### src/rtl/uart_tx_arbiter.sv
// Round-robin arbiter sharing one uart_drive transmit port among P_REQ_NUM requesters.
// Optionally prefixes each accepted word with a header word carrying the requester index.
module uart_tx_arbiter #(
    parameter int P_REQ_NUM         = 4,
    parameter int P_UART_DATA_WIDTH = 8,
    parameter int P_HEADER_EN       = 1
) (
    input  logic                                   i_clk,
    input  logic                                   w_user_rst,
    input  logic [P_REQ_NUM-1:0]                   i_req_valid,
    input  logic [P_REQ_NUM*P_UART_DATA_WIDTH-1:0] i_req_data,
    output logic [P_REQ_NUM-1:0]                   o_req_ready,
    output logic [P_UART_DATA_WIDTH-1:0]           o_tx_data,
    output logic                                   o_tx_valid,
    input  logic                                   i_tx_ready,
    output logic [$clog2(P_REQ_NUM)-1:0]           o_grant_id,
    output logic                                   o_busy
);
    localparam int IDW = $clog2(P_REQ_NUM);
    localparam int W   = P_UART_DATA_WIDTH;
    localparam logic [IDW:0] LP_N = (IDW+1)'(P_REQ_NUM);

    typedef enum logic [1:0] {
        S_IDLE = 2'd0,
        S_HDR  = 2'd1,
        S_DATA = 2'd2
    } state_t;

    state_t           r_state;
    logic [IDW-1:0]   r_rr_ptr;
    logic [IDW-1:0]   r_grant_id;
    logic [W-1:0]     r_data_q;
    logic             r_busy;

    logic [P_REQ_NUM-1:0] w_win;
    logic                 w_found;
    logic [IDW-1:0]       w_idx;
    logic [IDW:0]         w_sum;
    logic [W-1:0]         w_sel;

    // Rotate the valid vector so bit 0 is rr_ptr, then map the first hit back modulo N.
    always_comb begin
        w_win   = P_REQ_NUM'({i_req_valid, i_req_valid} >> r_rr_ptr);
        w_found = 1'b0;
        w_idx   = '0;
        w_sum   = '0;
        for (int unsigned i = 0; i < P_REQ_NUM; i++) begin
            if (!w_found && w_win[i]) begin
                w_found = 1'b1;
                w_sum   = {1'b0, r_rr_ptr} + (IDW+1)'(i);
                w_idx   = (w_sum >= LP_N) ? IDW'(w_sum - LP_N) : IDW'(w_sum);
            end
        end
    end

    always_comb begin
        w_sel = '0;
        for (int unsigned i = 0; i < P_REQ_NUM; i++) begin
            if (w_idx == IDW'(i)) begin
                w_sel = i_req_data[i*W +: W];
            end
        end
    end

    // Held low during reset so no word is handed over that the registers would not capture.
    always_comb begin
        o_req_ready = '0;
        if (r_state == S_IDLE && w_found && !w_user_rst) begin
            for (int unsigned i = 0; i < P_REQ_NUM; i++) begin
                o_req_ready[i] = (w_idx == IDW'(i));
            end
        end
    end

    always_comb begin
        o_tx_data = '0;
        case (r_state)
            S_HDR:   o_tx_data = W'(r_grant_id);
            S_DATA:  o_tx_data = r_data_q;
            default: o_tx_data = '0;
        endcase
    end

    assign o_tx_valid = (r_state != S_IDLE);
    assign o_grant_id = r_grant_id;
    assign o_busy     = r_busy;

    always_ff @(posedge i_clk or posedge w_user_rst) begin
        if (w_user_rst) begin
            r_state    <= S_IDLE;
            r_rr_ptr   <= '0;
            r_grant_id <= '0;
            r_data_q   <= '0;
            r_busy     <= 1'b0;
        end else begin
            case (r_state)
                S_IDLE: begin
                    if (w_found) begin
                        r_data_q   <= w_sel;
                        r_grant_id <= w_idx;
                        r_rr_ptr   <= (w_idx == IDW'(P_REQ_NUM-1)) ? '0 : w_idx + 1'b1;
                        r_state    <= (P_HEADER_EN != 0) ? S_HDR : S_DATA;
                        r_busy     <= 1'b1;
                    end
                end
                S_HDR: begin
                    if (i_tx_ready) begin
                        r_state <= S_DATA;
                    end
                end
                S_DATA: begin
                    if (i_tx_ready) begin
                        r_state <= S_IDLE;
                        r_busy  <= 1'b0;
                    end
                end
                default: begin
                    r_state <= S_IDLE;
                    r_busy  <= 1'b0;
                end
            endcase
        end
    end
endmodule

### config.mk
export PLATFORM = sky130hd
export DESIGN_NAME = uart_tx_arbiter
export DESIGN_NICKNAME = d
export VERILOG_FILES = /design/src/rtl/uart_tx_arbiter.sv
export SDC_FILE = /design/constraint.sdc
export NUM_CORES = 1
export LEC_CHECK = 0
export ABC_AREA = 1
export BUFFER_PORTS_ARGS = -buffer_cell sky130_fd_sc_hd__clkbuf_2
export CELL_PAD_IN_SITES_DETAIL_PLACEMENT = 1
export CELL_PAD_IN_SITES_GLOBAL_PLACEMENT = 2
export CORE_MARGIN = 2
export CORE_UTILIZATION = 23
export CTS_BUF_LIST = sky130_fd_sc_hd__clkbuf_4 sky130_fd_sc_hd__clkbuf_8
export CTS_CLUSTER_DIAMETER = 80
export DETAILED_ROUTE_END_ITERATION = 7
export HOLD_SLACK_MARGIN = 0.05
export PLACE_DENSITY_LB_ADDON = 0.12
export SLEW_MARGIN = 0
export SYNTH_ARGS = -nofsm -noshare
export SYNTH_HDL_FRONTEND = slang
export SYNTH_SLANG_ARGS = --single-unit
### constraint.sdc
create_clock -name i_clk -period 2.2 [get_ports i_clk]
set_input_delay 0.33 -clock i_clk [delete_from_list [all_inputs] [get_ports i_clk]]
set_output_delay 0.33 -clock i_clk [all_outputs]
set_load 0.03 [all_outputs]
==> metrics.txt <==
GR Util All Layers=0.144; Mapped Nets=250; via count=1547; cell area after synthesis=1390 um2; initial antenna violation count=0; clk_skew=4.74 ps; Max Fclk=0.405 GHz; # rows=28; Num CTS Buffers=3; Yosys cell types=30; DR WL/cell=12.1 um; clock latency on the worst-skew pair=250 ps; Top Ports=55; Synthesis Warnings=0; Synth Instances=204; clock-pin slew on the worst setup and hold paths=70 ps; DIE AREA=6690 um2; CTS tree=done; share of cells above drive strength 1=0.540; post-synthesis register bit count=15; H-tree levels=1; Final Non-Filler Cells=362; GRT Residual Overflow=0; RSZ-0062 raised after global routing=yes; pre-CTS WS=-373 ps; syn_area_per_cell=6.82 um2; gpl congestion=0.757; Final WS setup=-269 ps; leading cell type in the layout, fill and taps excluded=nand2_1; Core ar.=5890 um2; fillers=763; root buffer cell=clkbuf_8; final period utilization=1.12; endpoints failing setup=12; Diodes inserted=0; initial core utilization=0.236; pin count of the biggest net entering global routing=16; DRC=0; DR pass1 iterations=4; outcome=finished, violations left; Fin. Hold Viols=0; clock sink count=15; Layout area overhead=60.7%; crit path DAT=2140 ps; Die Y=81.8 um; vias in the first global route=1683; Layout Nets=334; Post-Route WL=4.40 mm; CP Launch Type=flop; Routed Antenna Nets=0; via/cell ratio=4.27; IO Port Bufs=54; WS Path Type=reg -> out; Placed Instances=351; Crit. End Element=primary output; post-DP HPWL=3.56 mm; Final Util=0.380; commonest non-fill, non-tap cells in the layout=nand2_1, clkbuf_2, buf_4; sequential share of the synthesized area=0.270; HP Class=in -> async; worst-margin pin slew=362 ps; Critical Path Fanout Max=7; first-pass GRT wire length=7.55 mm; Crit path required time=1870 ps; maxcap violations=0; Final Max Tran Viols=0; Die W=81.8 um; Tmin final=2470 ps; drt initial violations=21; failing checks=negative setup slack; Bufs on Longest Clock Path=2; headroom to the max-slew limit=0.759
## final cells by class
type / instances / area, um2 / share of cell area
clock buffer: 3 / 41.3 / 0.0185
tap: 75 / 93.8 / 0.0420
clock inverter: 1 / 7.51 / 0.00336
timing repair buffer: 86 / 573 / 0.256
sequential: 15 / 378 / 0.169
inverter: 30 / 133 / 0.0593
multi-input combinational: 152 / 1010 / 0.452
## critical path, stage by stage, from the launching register on
cell	delay, ps
dfrtp_2	470
inv_4	110
nand2_2	50
nand3_2	90
nand2_4	90
nor2_4	120
nand2_2	70
inv_2	80
nand2_2	70
nand3_4	90
nand2_4	90
inv_4	80
buf_6	90
ha_4	130
inv_4	40
nor2_4	90
buf_8	130
## timing repair
action,4_1_cts,5_1_grt
gates resized for setup,51,11
endpoints found under the hold margin,0,0
hold buffers,0,0
buffers inserted,6,1
endpoints found under the setup margin,13,13
pin swaps,18,6
## synth_stat cells
library cell   n  share of area
o21ai_2        1         0.0063
inv_1         24          0.065
nand4_1        1         0.0045
o21ai_0       11          0.040
nand2_1       75           0.20
nor2_2         1         0.0045
buf_8          1          0.011
nand2_4        2          0.016
ha_1           7          0.063
o21ai_1        2         0.0072
buf_2          1         0.0036
xor2_1         1         0.0063
buf_4          1         0.0054
inv_2          4          0.011
nand2_2       10          0.045
a21oi_1       11          0.040
nand4_4        1          0.015
nor2_4         1         0.0081
buf_1          1         0.0027
clkbuf_1       2         0.0054
nand3_2        5          0.036
o211ai_2       6          0.054
dfrtp_1       15           0.27
o211ai_1       1         0.0054
inv_4          2         0.0090
nand3b_1       1         0.0054
buf_6          1         0.0081
a21boi_0       1         0.0054
nor2_1         5          0.013
nand3_1        9          0.032
## path summary, 6_finish.rpt
path	startpoint	to	slack, ps	cells past startpoint
min in group i_clk	i_req_data[30]	r_data_q[6]$_DFFE_PP0N_	320	3
max	r_rr_ptr[0]$_DFFE_PP0N_	o_req_ready[3]	-270	16
max reg2reg	r_rr_ptr[0]$_DFFE_PP0N_	r_data_q[2]$_DFFE_PP0N_	-110	18
min reg2reg	o_busy$_DFFE_PP0P_	o_busy$_DFFE_PP0P_	480	2
max in group asynchronous	w_user_rst	r_rr_ptr[0]$_DFFE_PP0N_	1850	3
min	w_user_rst	r_data_q[2]$_DFFE_PP0N_	150	3
## sequential cells by signal, summed over array words and instances, names as in the netlist
signal / count
r_rr_ptr: 2
o_busy: 1
r_data_q: 8
r_state: 2
o_grant_id: 2
## per-stage QoR
| stage | hold WS (ps) | TNS, ps | instance area (um2) |
|---|---|---|---|
| after floorplan | 240 | -28.4 | 1430 |
| after global placement | 395 | -2500 | 1930 |
| after detailed placement | 399 | -3390 | 1930 |
| after CTS | 162 | -1580 | 2210 |
| after global routing | 170 | -4030 | 2240 |
| final | 146 | -1590 | 2240 |
## per-layer routing
metal / up-vias / wire (um) / share of wire / GRT usage
li1: 806 / - / - / -
met1: 702 / 1900 / 0.43 / 0.171
met2: 34 / 2250 / 0.51 / 0.267
met3: 5 / 235 / 0.053 / 0.0363
met4: 0 / 15 / 0.0034 / 0.0150
met5: - / 0 / 0 / 0
## cells by family (layout without fill, tap and decap cells)
family	Yosys count	count (layout)	share of synthesized area
AO/OA/AOI/OAI	33	33	0.157
flip-flops	15	15	0.270
buffers and inverters	37	120	0.120
XOR/XNOR	1	1	0.00630
AND/OR/NAND/NOR	111	111	0.383
adder cells (fa/ha/maj)	7	7	0.0629
Power is left out: the tool's default activity adds up to more than one toggle a clock period on the data nets, which glitch-free logic cannot reach.
